==> src/rtl/ram_request_unit.sv <==
// Data-port controller for the shared 4096x32 RAM: byte/half/word loads and stores, with sub-word stores done as read-modify-write.
// Optional build macro: MEM_MISALIGN_CHECK_EN flags misaligned halfword/word accesses as errors.
module ram_request_unit (
   input  logic        clk,
   input  logic        rst,
   input  logic        req_valid,
   output logic        req_ready,
   input  logic        req_we,
   input  logic [1:0]  req_size,
   input  logic        req_unsigned,
   input  logic [31:0] req_addr,
   input  logic [31:0] req_wdata,
   output logic        rsp_valid,
   output logic [31:0] rsp_rdata,
   output logic        rsp_err,
   output logic [11:0] ram_address_data,
   output logic [31:0] ram_data_in,
   output logic        ram_write_enable,
   input  logic [31:0] ram_rdata
);

   localparam logic [2:0] S_IDLE    = 3'd0;
   localparam logic [2:0] S_READ    = 3'd1;
   localparam logic [2:0] S_CAPTURE = 3'd2;
   localparam logic [2:0] S_WRITE   = 3'd3;
   localparam logic [2:0] S_DONE    = 3'd4;

   logic [2:0]  r_state;
   logic        r_we, r_uns, r_err;
   logic [1:0]  r_size, r_lane;
   logic [31:0] r_wdata, r_rdata, r_data_in;
   logic [11:0] r_addr;

   logic        w_accept, w_err;
   logic [7:0]  w_byte;
   logic [15:0] w_half;
   logic [31:0] w_load, w_merge;
   logic        w_unused_addr;

   assign w_unused_addr = ^req_addr[31:14];
   assign w_accept      = req_valid && (r_state == S_IDLE);

`ifdef MEM_MISALIGN_CHECK_EN
   assign w_err = (req_size == 2'b11) ||
                  ((req_size == 2'b01) && req_addr[0]) ||
                  ((req_size == 2'b10) && (req_addr[1:0] != 2'b00));
`else
   assign w_err = (req_size == 2'b11);
`endif

   // Lane extraction and merge both operate on the word captured from the RAM
   always_comb begin
      w_byte  = ram_rdata[{r_lane, 3'b000} +: 8];
      w_half  = r_lane[1] ? ram_rdata[31:16] : ram_rdata[15:0];
      w_load  = ram_rdata;
      w_merge = ram_rdata;
      case (r_size)
         2'b00: begin
            w_load = {{24{~r_uns & w_byte[7]}}, w_byte};
            w_merge[{r_lane, 3'b000} +: 8] = r_wdata[7:0];
         end
         2'b01: begin
            w_load = {{16{~r_uns & w_half[15]}}, w_half};
            if (r_lane[1]) w_merge[31:16] = r_wdata[15:0];
            else           w_merge[15:0]  = r_wdata[15:0];
         end
         default: ;
      endcase
   end

   always_ff @(posedge clk or posedge rst) begin
      if (rst) begin
         r_state   <= S_IDLE;
         r_we      <= 1'b0;
         r_uns     <= 1'b0;
         r_err     <= 1'b0;
         r_size    <= 2'b00;
         r_lane    <= 2'b00;
         r_wdata   <= '0;
         r_rdata   <= '0;
         r_data_in <= '0;
         r_addr    <= '0;
      end else begin
         case (r_state)
            S_IDLE: if (w_accept) begin
               r_we    <= req_we;
               r_uns   <= req_unsigned;
               r_size  <= req_size;
               r_lane  <= req_addr[1:0];
               r_wdata <= req_wdata;
               if (w_err) begin
                  r_err   <= 1'b1;
                  r_rdata <= '0;
                  r_state <= S_DONE;
               end else begin
                  r_err  <= 1'b0;
                  r_addr <= req_addr[13:2];
                  if (req_we && (req_size == 2'b10)) begin
                     r_data_in <= req_wdata;
                     r_state   <= S_WRITE;
                  end else begin
                     r_state <= S_READ;
                  end
               end
            end
            S_READ:    r_state <= S_CAPTURE;
            S_CAPTURE: begin
               if (r_we) begin
                  r_data_in <= w_merge;
                  r_state   <= S_WRITE;
               end else begin
                  r_rdata <= w_load;
                  r_state <= S_DONE;
               end
            end
            S_WRITE: begin
               r_rdata <= '0;
               r_state <= S_DONE;
            end
            default: r_state <= S_IDLE;
         endcase
      end
   end

   // Write strobe decoded from state so an async reset drops it immediately
   assign req_ready        = (r_state == S_IDLE);
   assign rsp_valid        = (r_state == S_DONE);
   assign rsp_err          = (r_state == S_DONE) && r_err;
   assign rsp_rdata        = r_rdata;
   assign ram_address_data = r_addr;
   assign ram_data_in      = r_data_in;
   assign ram_write_enable = (r_state == S_WRITE);

endmodule

==> config.mk <==
export PLATFORM = sky130hd
export DESIGN_NAME = ram_request_unit
export DESIGN_NICKNAME = d
export VERILOG_FILES = /design/src/rtl/ram_request_unit.sv
export SDC_FILE = /design/constraint.sdc
export NUM_CORES = 1
export LEC_CHECK = 0
export BUFFER_PORTS_ARGS = -buffer_cell sky130_fd_sc_hd__buf_2
export CELL_PAD_IN_SITES_DETAIL_PLACEMENT = 1
export CELL_PAD_IN_SITES_GLOBAL_PLACEMENT = 2
export CORE_MARGIN = 10
export CORE_UTILIZATION = 28
export CTS_BUF_LIST = sky130_fd_sc_hd__clkbuf_2 sky130_fd_sc_hd__clkbuf_4 sky130_fd_sc_hd__clkbuf_8
export CTS_CLUSTER_SIZE = 10
export DETAILED_ROUTE_END_ITERATION = 16
export GPL_ROUTABILITY_DRIVEN = 1
export GPL_TIMING_DRIVEN = 1
export PLACE_DENSITY_LB_ADDON = 0.1
export SLEW_MARGIN = 20
export SYNTH_ARGS = -nofsm -noshare
export SYNTH_HDL_FRONTEND = slang
export SYNTH_SLANG_ARGS = --single-unit
==> constraint.sdc <==
create_clock -name clk -period 2.9 [get_ports clk]
set_input_delay 0.145 -clock clk [delete_from_list [all_inputs] [get_ports clk]]
set_output_delay 0.145 -clock clk [all_outputs]
set_load 0.02 [all_outputs]
=== Word-level counts from Yosys, hierarchy flattened ===
Index checks and enable logic that the tools add are counted.

* Shift-type cells: 3
* Bitwise logic cells: 4
* Muxes and demuxes: 21
* Reductions and logical operators: 11
* Add/subtract/negate cells: 1
* Equal/unequal tests: 13

{| class="wikitable"
|+ Operators with widths
! cell !! count
|-
| $mux 32 || 7
|-
| $pmux 32 s2 || 3
|-
| $pmux 32 s3 || 1
|-
| $mux 16 || 3
|-
| $bwmux 32 || 1
|-
| $shift 8x7->32 const A || 1
|-
| $shiftx 32x6->8 || 1
|-
| $shiftx 8x7->32 || 1
|-
| $pmux 3 s4 || 1
|-
| $mux 3 || 3
|-
| $neg 5->7 || 1
|-
| $eq 3x2->1 const B || 2
|-
| $ne 2x1->1 const B || 3
|-
| $ne 2x2->1 const B || 3
|-
| $reduce_and 5->1 || 1
|-
| $eq 2x2->1 const B || 2
|-
| $reduce_and 4->1 || 1
|-
| $eq 3x1->1 const B || 1
|-
| $eq 3x3->1 const B || 1
|-
| $logic_and 1x1->1 || 3
|-
| $logic_not 3->1 || 1
|-
| $reduce_and 3->1 || 1
|-
| $reduce_bool 3->1 || 1
|-
| $and 1x1->1 || 2
|-
| 7 further kinds || 8
|}

* Bits in registers: 102
* Bits of input ports: 103
* Logic and storage cells: 63
* Output and inout bits: 80

=== Depth between registers and ports, before layout ===
* Depth after elaboration: 6
* Mapped depth: 9
* Gate-level depth less buffers: 6

=== Least setup slack after synthesis ===
Ideal clock, no wire load.

* Kind: reg-to-reg
* Start point: register r_lane[1]
* End point: register r_data_in[16], in the netlist ram_data_in[16]
* Cell stages (with the launch flop): 9
* Path slack: 617 ps
* Setup time: 96 ps
* Arrival: 2187 ps
* Path buffers: 2
* Cells stage by stage: dfrtp_1 -> buf_2 -> buf_2 -> inv_1 -> ha_1 -> inv_1 -> o41ai_2 -> a221oi_1 -> o31ai_1

* Word-level cells in the longest chain between the ends: 6

{| class="wikitable"
|+ RTL lines
! item !! line !! source
|-
| from (decl) || 30 || <nowiki>logic [1:0] r_size, r_lane;</nowiki>
|-
| from (signal assigned) || 89 || <nowiki>r_lane <= req_addr[1:0];</nowiki>
|-
| $neg 5->7 || 60 || <nowiki>w_merge[{r_lane, 3'b000} +: 8] = r_wdata[7:0];</nowiki>
|-
| $shiftx 8x7->32 / $shift 8x7->32 (equally long branches) || 60 ||
|-
| $bwmux 32 || 60 ||
|-
| $pmux 32 s2 (*) || 57 || <nowiki>case (r_size)</nowiki>
|-
| $mux 32 (*) || 108 || <nowiki>if (r_we) begin</nowiki>
|-
| $pmux 32 s2 (*) || 84 || <nowiki>case (r_state)</nowiki>
|-
| to (signal assigned) || 99 || <nowiki>r_data_in <= req_wdata;</nowiki>
|-
| to (signal assigned) || 109 || <nowiki>r_data_in <= w_merge;</nowiki>
|-
| to (decl) || 31 || <nowiki>logic [31:0] r_wdata, r_rdata, r_data_in;</nowiki>
|}

Every way passes the cells marked *; elsewhere a longest branch is shown, timed or not. The select of a mux whose other input is x is not followed.
A chain may end at the register's enable or synchronous reset.

=== Worst setup path in the final report ===
* Start point: register r_size[1]
* End point: register r_data_in[1], in the netlist ram_data_in[1]

* Word-level cells in the longest chain between the ends: 4

{| class="wikitable"
|+ RTL lines
! item !! line !! source
|-
| from (decl) || 30 ||
|-
| from (signal assigned) || 88 || <nowiki>r_size <= req_size;</nowiki>
|-
| $eq 2x1->1 / $logic_not 2->1 (equally long branches) || 57 ||
|-
| $pmux 32 s2 (*) || 57 ||
|-
| $mux 32 (*) || 108 ||
|-
| $pmux 32 s2 (*) || 84 ||
|}

Marks and branches as above.

==> flow_summary.ini <==
[status]
status = finished, final reports clean

[cells_and_area]
layout-drive-gt1-share = 0.2938
postLayoutCoreUtil = 0.3681
syn2layout_area_growth_pct = 29.98
fill_cells = 2383
final_nets = 913
num_antenna_cells = 0

[place]
port-buffer-count = 164
place_congestion = 0.8506
place_ws_ns = 0.5773
hpwl_um = 17580

[flow_run]
drv_cap = 0

[clock_tree]
cts_max_level = 3
cts.path.max_buffers = 2
cts_tree = yes
clk_latency_ns = 0.40
clkTransAtPathRegs_ns = 0.11
root_buffer = clkbuf_8
clkSinkCount = 102
cts_buffers = 9

[synth]
synth_nets = 733
synth_area_mm2 = 0.005693
seq_area_frac_synth = 0.4484
ys.flop_type = dfrtp_1
yosysMostFrequentCell = nand2_1
synth_common_cells = 131 x nand2_1, 102 x dfrtp_1, 40 x nor2_1, 29 x clkbuf_1, 27 x a21oi_1
ys_top_cells_by_area = dfrtp_1 45%, nand2_1 8.6%, mux2_2 4.9%
avgSynthCellArea_um2 = 9.109
yosysTopAreaCell = dfrtp_1
ys_warn_count = 0
ys_ff_latch = 102
synth_edf_count = 0
synth_cells = 625
synthDominantCellAreaShare = 0.4484
synthArstFlopShare = 1.000
synthDistinctLibCells = 56

[power]
vdd_drop_max_v = 0.0004165
cellPowerDensity_mw_per_mm2 = 1055
p_leak_nw = 3.590
total_power_mw = 7.809

[worst_setup_path]
cp_top_family = compound AO/OA/AOI/OAI gates
slowest_stage = a221oi_1
endpoint_kind = flip-flop
arrival_ns = 2.61
worstPathCellList = inv_1 -> o21ai_0 -> a221oi_1 -> a221oi_1
path_common_cell = a221oi_1
critPathLaunchType = flip-flop
cp_max_fo = 15
path_class = flip-flop to flip-flop
cp.required_ns = 3.15
path_buf_inv = 1
cpPeakStageDelay_ns = 0.77

[detailed_routing]
wl_um = 23060
vias = 5524
drtPass1Iterations = 5
wl_per_cell_um = 21.36
antenna_left = 0
route.detailed.drc = 0
initialDrtViolationCount = 406
viasPerCell = 5.115

[timing]
final.period_utilization = 0.8130
fin_ws_ns = 0.5424
worst_pin_slew_ns = 0.7843
slew_headroom = 0.4714
final.setup.tns_ns = 0
fmax_ghz = 0.4242
setup_viol = 0
grt_setup_unrepaired = false
finalClockSkew_ns = 0.01449
fin_crit_ns = 2.358
hold_violations = 0
final_max_slew_viol_count = 0

[floorplanning]
fp.dieArea_mm2 = 0.02644
start_util = 0.2832
die_h_um = 162.6
die_w_um = 162.6
num_rows = 52
io_pins = 183
core_area_mm2 = 0.02010

[global_routing]
track_usage = 0.1722
grt_pass1_vias = 5946
grt_pass1_wl_um = 35670
grt.overflow.total = 0
grt_antenna_before_repair = 0
grt_max_degree = 58

[worst_hold_path]
hold_class = input port to flip-flop
worst min-delay path, delay by kind of cell:
kind,cells,cell delay (ns)
AND/OR/NAND/NOR,1,0.09
buffers and inverters,1,0.10
AO/OA/AOI/OAI,1,0.07
through the flow:
stage | area (um^2) | hold WS [ns] | cells
global placement | 6847 | 0.2662 | 1030
CTS | 7400 | 0.003598 | 1080
floorplan | 5693 | 0.2504 | 625
detailed placement | 6847 | 0.2714 | 1030
finish | 7400 | 0.03253 | 1080
global route | 7400 | 0.02150 | 1080
power breakdown:
| part | switching [mW] | internal (mW) |
|---|---|---|
| registers | 0.530 | 2.04 |
| logic | 2.65 | 1.58 |
| clock network | 0.578 | 0.422 |
path summary, 6_finish.rpt:
check | from | to | slack [ns] | cells after the start
worst min register to register | ram_data_in[0]$_DFFE_PP0P_ | ram_data_in[0]$_DFFE_PP0P_ | 0.48 | 1
min in group asynchronous | rst | ram_data_in[6]$_DFFE_PP0P_ | 0.37 | 3
worst max-delay path | r_size[1]$_DFFE_PP0P_ | ram_data_in[1]$_DFFE_PP0P_ | 0.54 | 4
worst max register to register | r_size[1]$_DFFE_PP0P_ | ram_data_in[1]$_DFFE_PP0P_ | 0.54 | 4
worst min-delay path | req_wdata[20] | ram_data_in[20]$_DFFE_PP0P_ | 0.03 | 3
max in group asynchronous | rst | rsp_rdata[18]$_DFFE_PP0P_ | 1.77 | 4
logic make-up after synthesis:
family | count (synthesis) | share of synthesized area
buf+inv | 70 | 0.05011
simple gates | 246 | 0.1982
mux | 36 | 0.08220
fa+ha+maj | 5 | 0.01099
flops | 102 | 0.4484
compound gates | 166 | 0.2101
layout by cell type (no fill, tap or decap), drive strengths merged, types with 6 or more instances in the layout:
cell / count
nand2b: 13
mux2: 26
o21ai: 28
a21oi: 27
buf: 181
a221o: 6
nor3: 6
a22o: 12
nor2: 41
mux4: 6
clkbuf: 9
dfrtp: 102
a221oi: 26
o31ai: 22
nand3: 17
a21o: 8
nand2: 131
dlygate4sd3: 34
nor2b: 13
o22ai: 8
inv: 28
area by class of cell:
cell class	count	area (um^2)	area share
Multi-Input combinational cell	453	2878	0.3889
Sequential cell	102	2552	0.3449
Clock buffer	9	123.9	0.01674
Tap cell	270	337.8	0.04565
Clock inverter	7	88.84	0.01201
Timing Repair Buffer	215	1326	0.1792
Inverter	24	92.59	0.01251
flip-flops by register name, indices dropped and copies added (netlist names), 2 cells and up:
register / count
r_lane: 2
r_size: 2
r_state: 3
r_wdata: 16
ram_address_data: 12
ram_data_in: 32
rsp_rdata: 32
routing by layer:
| layer | GRT usage | part of all wire |
|---|---|---|
| met2 | 0.2791 | 0.48 |
| met3 | 0.03564 | 0.050 |
| met5 | 0 | 0 |
| met1 | 0.2306 | 0.46 |
| met4 | 0.03975 | 0.012 |
repair_timing:
| action | CTS | global route |
|---|---|---|
| endpoints found under the setup margin | 0 | 0 |
| resized for setup | 0 | 0 |
| hold buffers | 34 | 0 |
| hold endpoints to repair | 78 | 0 |
| buffers inserted | 0 | 0 |
Note: power is estimated with default switching activity, not from simulation.
